### src/rtl/input_state.sv
// Player-input stage of the colour-sequence game: debounces four buttons, encodes each
// accepted press to a colour and checks it against the sequence shown by display_state.
module input_state #(
    parameter int DEBOUNCE_CYCLES = 4,
    parameter int TIMEOUT_CYCLES  = 1000
) (
    input  logic        clk,
    input  logic        rst_input,
    input  logic        en_input,
    input  logic [31:0] seq_in_input,
    input  logic [3:0]  round_ctr,
    input  logic [3:0]  btn,
    output logic [1:0]  echo_colour,
    output logic        echo_oe,
    output logic        complete_input,
    output logic        fail_input
);

    localparam int TW = $clog2(TIMEOUT_CYCLES);
    localparam int SW = $clog2(DEBOUNCE_CYCLES + 1);

    typedef enum logic [2:0] {
        IDLE,
        WAIT_PRESS,
        WAIT_RELEASE,
        DONE,
        FAIL
    } stateT;

    stateT           r_state;
    logic [3:0]      r_idx;
    logic [3:0]      r_target;
    logic [TW-1:0]   r_timeoutCnt;
    logic [SW-1:0]   r_stableCnt;
    logic [3:0]      r_prevBtn;
    logic [1:0]      r_echoColour;

    stateT           w_stateNext;
    logic [3:0]      w_idxNext;
    logic [3:0]      w_targetNext;
    logic [TW-1:0]   w_timeoutNext;
    logic [SW-1:0]   w_stableNext;
    logic [1:0]      w_echoNext;
    logic            w_oneHot;
    logic [1:0]      w_code;
    logic [1:0]      w_expected;

    assign w_oneHot   = (btn != 4'd0) && ((btn & (btn - 4'd1)) == 4'd0);
    assign w_expected = seq_in_input[{r_idx, 1'b0} +: 2];

    always_comb begin
        w_code = 2'd0;
        case (btn)
            4'b0010: w_code = 2'd1;
            4'b0100: w_code = 2'd2;
            4'b1000: w_code = 2'd3;
            default: w_code = 2'd0;
        endcase
    end

    // State, index and counter registers; reset overrides everything else.
    always_ff @(posedge clk) begin
        if (rst_input) begin
            r_state      <= IDLE;
            r_idx        <= 4'd0;
            r_target     <= 4'd0;
            r_timeoutCnt <= '0;
            r_stableCnt  <= '0;
            r_prevBtn    <= 4'd0;
            r_echoColour <= 2'd0;
        end else begin
            r_state      <= w_stateNext;
            r_idx        <= w_idxNext;
            r_target     <= w_targetNext;
            r_timeoutCnt <= w_timeoutNext;
            r_stableCnt  <= w_stableNext;
            r_prevBtn    <= btn;
            r_echoColour <= w_echoNext;
        end
    end

    // Next-state logic; a press accepted on the timeout edge takes priority over the timeout.
    always_comb begin
        w_stateNext   = r_state;
        w_idxNext     = r_idx;
        w_targetNext  = r_target;
        w_timeoutNext = r_timeoutCnt;
        w_stableNext  = r_stableCnt;
        w_echoNext    = r_echoColour;

        case (r_state)
            IDLE: begin
                if (en_input) begin
                    w_stateNext   = WAIT_PRESS;
                    w_targetNext  = round_ctr;
                    w_idxNext     = 4'd0;
                    w_timeoutNext = '0;
                    w_stableNext  = '0;
                end
            end

            WAIT_PRESS: begin
                w_timeoutNext = r_timeoutCnt + TW'(1);
                if (!w_oneHot) begin
                    w_stableNext = '0;
                end else if (btn == r_prevBtn) begin
                    w_stableNext = r_stableCnt + SW'(1);
                end else begin
                    w_stableNext = SW'(1);
                end

                if (w_oneHot && (w_stableNext == SW'(DEBOUNCE_CYCLES))) begin
                    w_echoNext = w_code;
                    if (w_code == w_expected) begin
                        w_stateNext  = WAIT_RELEASE;
                        w_stableNext = '0;
                    end else begin
                        w_stateNext = FAIL;
                    end
                end else if (r_timeoutCnt == TW'(TIMEOUT_CYCLES - 1)) begin
                    w_stateNext = FAIL;
                end
            end

            WAIT_RELEASE: begin
                if (btn == 4'd0) begin
                    w_stableNext = r_stableCnt + SW'(1);
                    if (w_stableNext == SW'(DEBOUNCE_CYCLES)) begin
                        if (r_idx == r_target) begin
                            w_stateNext = DONE;
                        end else begin
                            w_stateNext   = WAIT_PRESS;
                            w_idxNext     = r_idx + 4'd1;
                            w_stableNext  = '0;
                            w_timeoutNext = '0;
                        end
                    end
                end else begin
                    w_stableNext = '0;
                end
            end

            DONE:    w_stateNext = IDLE;
            FAIL:    w_stateNext = IDLE;
            default: w_stateNext = IDLE;
        endcase
    end

    assign echo_colour    = r_echoColour;
    assign echo_oe        = (r_state == WAIT_RELEASE);
    assign complete_input = (r_state == DONE);
    assign fail_input     = (r_state == FAIL);

endmodule

### config.mk
export PLATFORM = sky130hd
export DESIGN_NAME = input_state
export DESIGN_NICKNAME = d
export VERILOG_FILES = /design/src/rtl/input_state.sv
export SDC_FILE = /design/constraint.sdc
export NUM_CORES = 1
export LEC_CHECK = 0
export ABC_AREA = 1
export CELL_PAD_IN_SITES_DETAIL_PLACEMENT = 0
export CELL_PAD_IN_SITES_GLOBAL_PLACEMENT = 1
export CORE_MARGIN = 5
export CORE_UTILIZATION = 31
export CTS_CLUSTER_DIAMETER = 40
export DETAILED_ROUTE_END_ITERATION = 7
export PLACE_DENSITY = 0.81
export SLEW_MARGIN = 40
export SYNTH_ARGS = -nofsm -noshare
export SYNTH_HDL_FRONTEND = slang
export SYNTH_SLANG_ARGS = --single-unit
### constraint.sdc
create_clock -name clk -period 1.62 [get_ports clk]
set_input_delay 0.486 -clock clk [delete_from_list [all_inputs] [get_ports clk]]
set_output_delay 0.486 -clock clk [all_outputs]
set_load 0.05 [all_outputs]
==> results.sh <==
export IMPL_startpoint_type="register"
export IMPL_root_buffer="clkbuf_8"
export IMPL_diodes=0
export IMPL_overflow=0
export IMPL_hold_viol=0
export IMPL_ioPinCount=48
export IMPL_drive_above_1_share_pct=37.9
export IMPL_drt_pass1_iterations=4
export IMPL_ys_seq_area_share_pct=30.0
export IMPL_viasPerCell=4.61
export IMPL_r2r_worst_path_cells=11
export IMPL_grt_max_degree=19
export IMPL_synth_top_area_cell="dfxtp_1"
export IMPL_r2r_end="r_timeoutCnt[7]"
export IMPL_fin_crit_ns=1.64
export IMPL_die_area_sq_mm=0.00817
export IMPL_cts_buffers=5
export IMPL_placedInstanceArea_sq_mm=0.00287
export IMPL_crit_chain="nor2_4, nand2_2, inv_4, buf_6, buf_12"
export IMPL_postSynthCellCount=320
export IMPL_syn2layout_area_growth_pct=74.8
export IMPL_synth_top_area_share_pct=30.0
export IMPL_vias=2290
export IMPL_grt_total_usage_pct=13.9
export IMPL_cp_max_fo=3
export IMPL_critical_path_depth=5
export IMPL_max_slew_worst_pin_slew_ns=0.298
export IMPL_holdCritPathClass="reg -> reg"
export IMPL_ys_types=32
export IMPL_coreArea_sq_mm=0.00631
export IMPL_clk_pin_slew_ns=0.07
export IMPL_drc=0
export IMPL_max_cap_violations=0
export IMPL_rsz0062_at_grt="yes"
export IMPL_worstPathRequired_ns=1.13
export IMPL_leakage_nw=1.83
export IMPL_max_stage_delay_ns=0.36
export IMPL_cp_top_family="flip-flops"
export IMPL_synth_most_common_cell="nand2_1"
export IMPL_dpl_hpwl_mm=4.35
export IMPL_critPathArrivalTime_ns=1.15
export IMPL_cts_sink_count=30
export IMPL_synth_fp_nets=367
export IMPL_whs_path_depth=2
export IMPL_ir_worst_vdd_mv=0.496
export IMPL_crit_start="r_state[2]"
export IMPL_portBuffers=47
export IMPL_cp_slowest_cell="dfxtp_4"
export IMPL_die_height_um=90.4
export IMPL_async_flop_share_pct=0
export IMPL_fin_ws_ns=-0.0180
export IMPL_gp_congestion=0.856
export IMPL_status="complete, but fails checks"
export IMPL_slew_headroom_pct=79.9
export IMPL_r2r_slack_ns=0.03
export IMPL_synth_edff_count=0
export IMPL_die_w_um=90.4
export IMPL_antenna_found_initial=0
export IMPL_cp_endpoint="echo_oe"
export IMPL_initial_core_util_pct=31.7
export IMPL_wl_per_cell_um=12.2
export IMPL_ys_flop_type="dfxtp_1"
export IMPL_fmax_mhz=610
export IMPL_crit_path_end_kind="primary output"
export IMPL_synthTopCellsByCount="94 x nand2_1, 45 x inv_1, 42 x nand3_1"
export IMPL_finClkSkew_ns=0.00641
export IMPL_drtAntennaViolNets=0
export IMPL_violations="setup timing"
export IMPL_powerDensity_mw_per_mm2=1130
export IMPL_setup_violations=1
export IMPL_worstSkewPairLatency_ns=0.28
export IMPL_synth_area_leaders="dfxtp_1 30%, nand2_1 18%, nand3_1 10%"
export IMPL_cts_max_level=2
export IMPL_routed_wl_mm=6.08
export IMPL_synth_warnings=0
export IMPL_setup_tns_final_ns=-0.0180
export IMPL_drt_iter0_drc=100
export IMPL_finish_net_count=466
export IMPL_nFillCells=596
export IMPL_cts_tree="built"
export IMPL_synth_area_per_cell_sq_um=6.26
export IMPL_syn_area_sq_mm=0.00200
export IMPL_r2r_start="r_stableCnt[1]"
export IMPL_rows=29
export IMPL_synth_seq_cells=30
export IMPL_critPathBufInv=3
export IMPL_crit_type="reg -> out"
export IMPL_cts_buffer_depth=2
export IMPL_timing_final_crit_share_pct=101
export IMPL_hold_buffers=0
export IMPL_timing_hold_ws_ns=0.481
export IMPL_grt_pass1_vias=2165
export IMPL_grt_pass1_wl_mm=9.56
export IMPL_slew_viol_final=0
export IMPL_final_area_sq_mm=0.00350
## sequential cells by signal, summed over array words and instances, names as in the netlist
register and cells:
r_prevBtn 4, echo_colour 2, r_state 3, r_stableCnt 3, r_idx 4, r_target 4
r_timeoutCnt 10
## area by class of cell
cell class / count / area (sq um) / area share (%)
clock inverter: 2 / 60.1 / 1.71
clock buffer: 6 / 82.6 / 2.36
tap: 77 / 96.3 / 2.75
sequential: 30 / 622 / 17.7
timing repair buffer: 99 / 991 / 28.3
inverter: 51 / 206 / 5.89
multi-input combinational: 232 / 1450 / 41.3
## stage by stage
step	setup WS (ns)	power [mW]	util [%]	instances
floorplan	-0.0150	1.83	-	320
global placement	-0.667	2.58	45.4	474
detailed placement	-0.689	2.58	45.4	474
CTS	-0.0320	3.77	50.5	495
global route	-0.0784	4.23	55.5	497
finish	-0.0180	3.95	55.5	497
## routing by layer
layer  routed length [um]  vias up  GRT usage (%)
met5                    0        -              0
met4                   61        0           3.85
met3                  199        7           2.75
met2                 3000       35           22.6
met1                 2810     1032           18.6
li1                     -     1216              -
## worst min path at each step
stage	slack [ns]	to	startpoint
3_3_place_gp	0.46	r_stableCnt[1]	r_stableCnt[1]
3_5_place_dp	0.47	r_stableCnt[1]	r_stableCnt[1]
6_report	0.48	r_target[2]	r_target[2]
5_1_grt	0.51	r_target[0]	r_target[0]
2_1_floorplan	0.45	r_stableCnt[1]	r_stableCnt[1]
4_1_cts	0.48	r_target[2]	r_target[2]
## what timing repair did
item | 4_1_cts | 5_1_grt
setup buffers | 13 | 2
gates resized for setup | 46 | 97
pin swaps | 14 | 58
setup endpoints to repair | 25 | 24
## placed cells by master (no fill, tap or decap), types with 2 or more instances in the layout
cell and count:
a21oi_1 14, a21oi_4 2, a31oi_1 3, buf_12 5, buf_4 51, buf_6 5
bufinv_16 2, clkbuf_8 6, clkdlybuf4s50_1 8, dfxtp_1 19, dfxtp_2 8, dfxtp_4 3
dlymetal6s2s_1 29, ha_1 2, ha_4 2, inv_1 38, inv_2 8, inv_4 4
nand2_1 85, nand2_2 12, nand3_1 12, nand3_2 31, nand4_1 3, nor2_1 19
nor2_2 3, nor2_4 7, nor3_1 3, nor3_2 3, nor3_4 2, nor4_1 4
o211ai_1 2, o21ai_0 4, o21ai_2 2, xor2_1 10
## where the power goes
part,internal [mW],total (mW),switching (mW)
logic,0.963,2.06,1.10
clock network,0.656,0.952,0.296
registers,0.842,0.940,0.0979
## cells by family (layout without fill, tap and decap cells)
group | Yosys count | after routing | share of synthesized area [%]
compound gates | 30 | 30 | 8.86
flops | 30 | 30 | 30.0
simple gates | 187 | 187 | 42.3
xor+xnor | 11 | 11 | 4.81
buf+inv | 58 | 158 | 11.5
fa+ha+maj | 4 | 4 | 2.50
## worst reg2reg max path, delay by kind of cell (launching register included)
family	cells	cell delay, ns
AND/OR/NAND/NOR	6	0.52
flip-flops	1	0.36
adder cells (fa/ha/maj)	2	0.28
AO/OA/AOI/OAI	1	0.15
XOR/XNOR	1	0.12
buffers and inverters	1	0.07
Note: power is estimated with default switching activity, not from simulation.
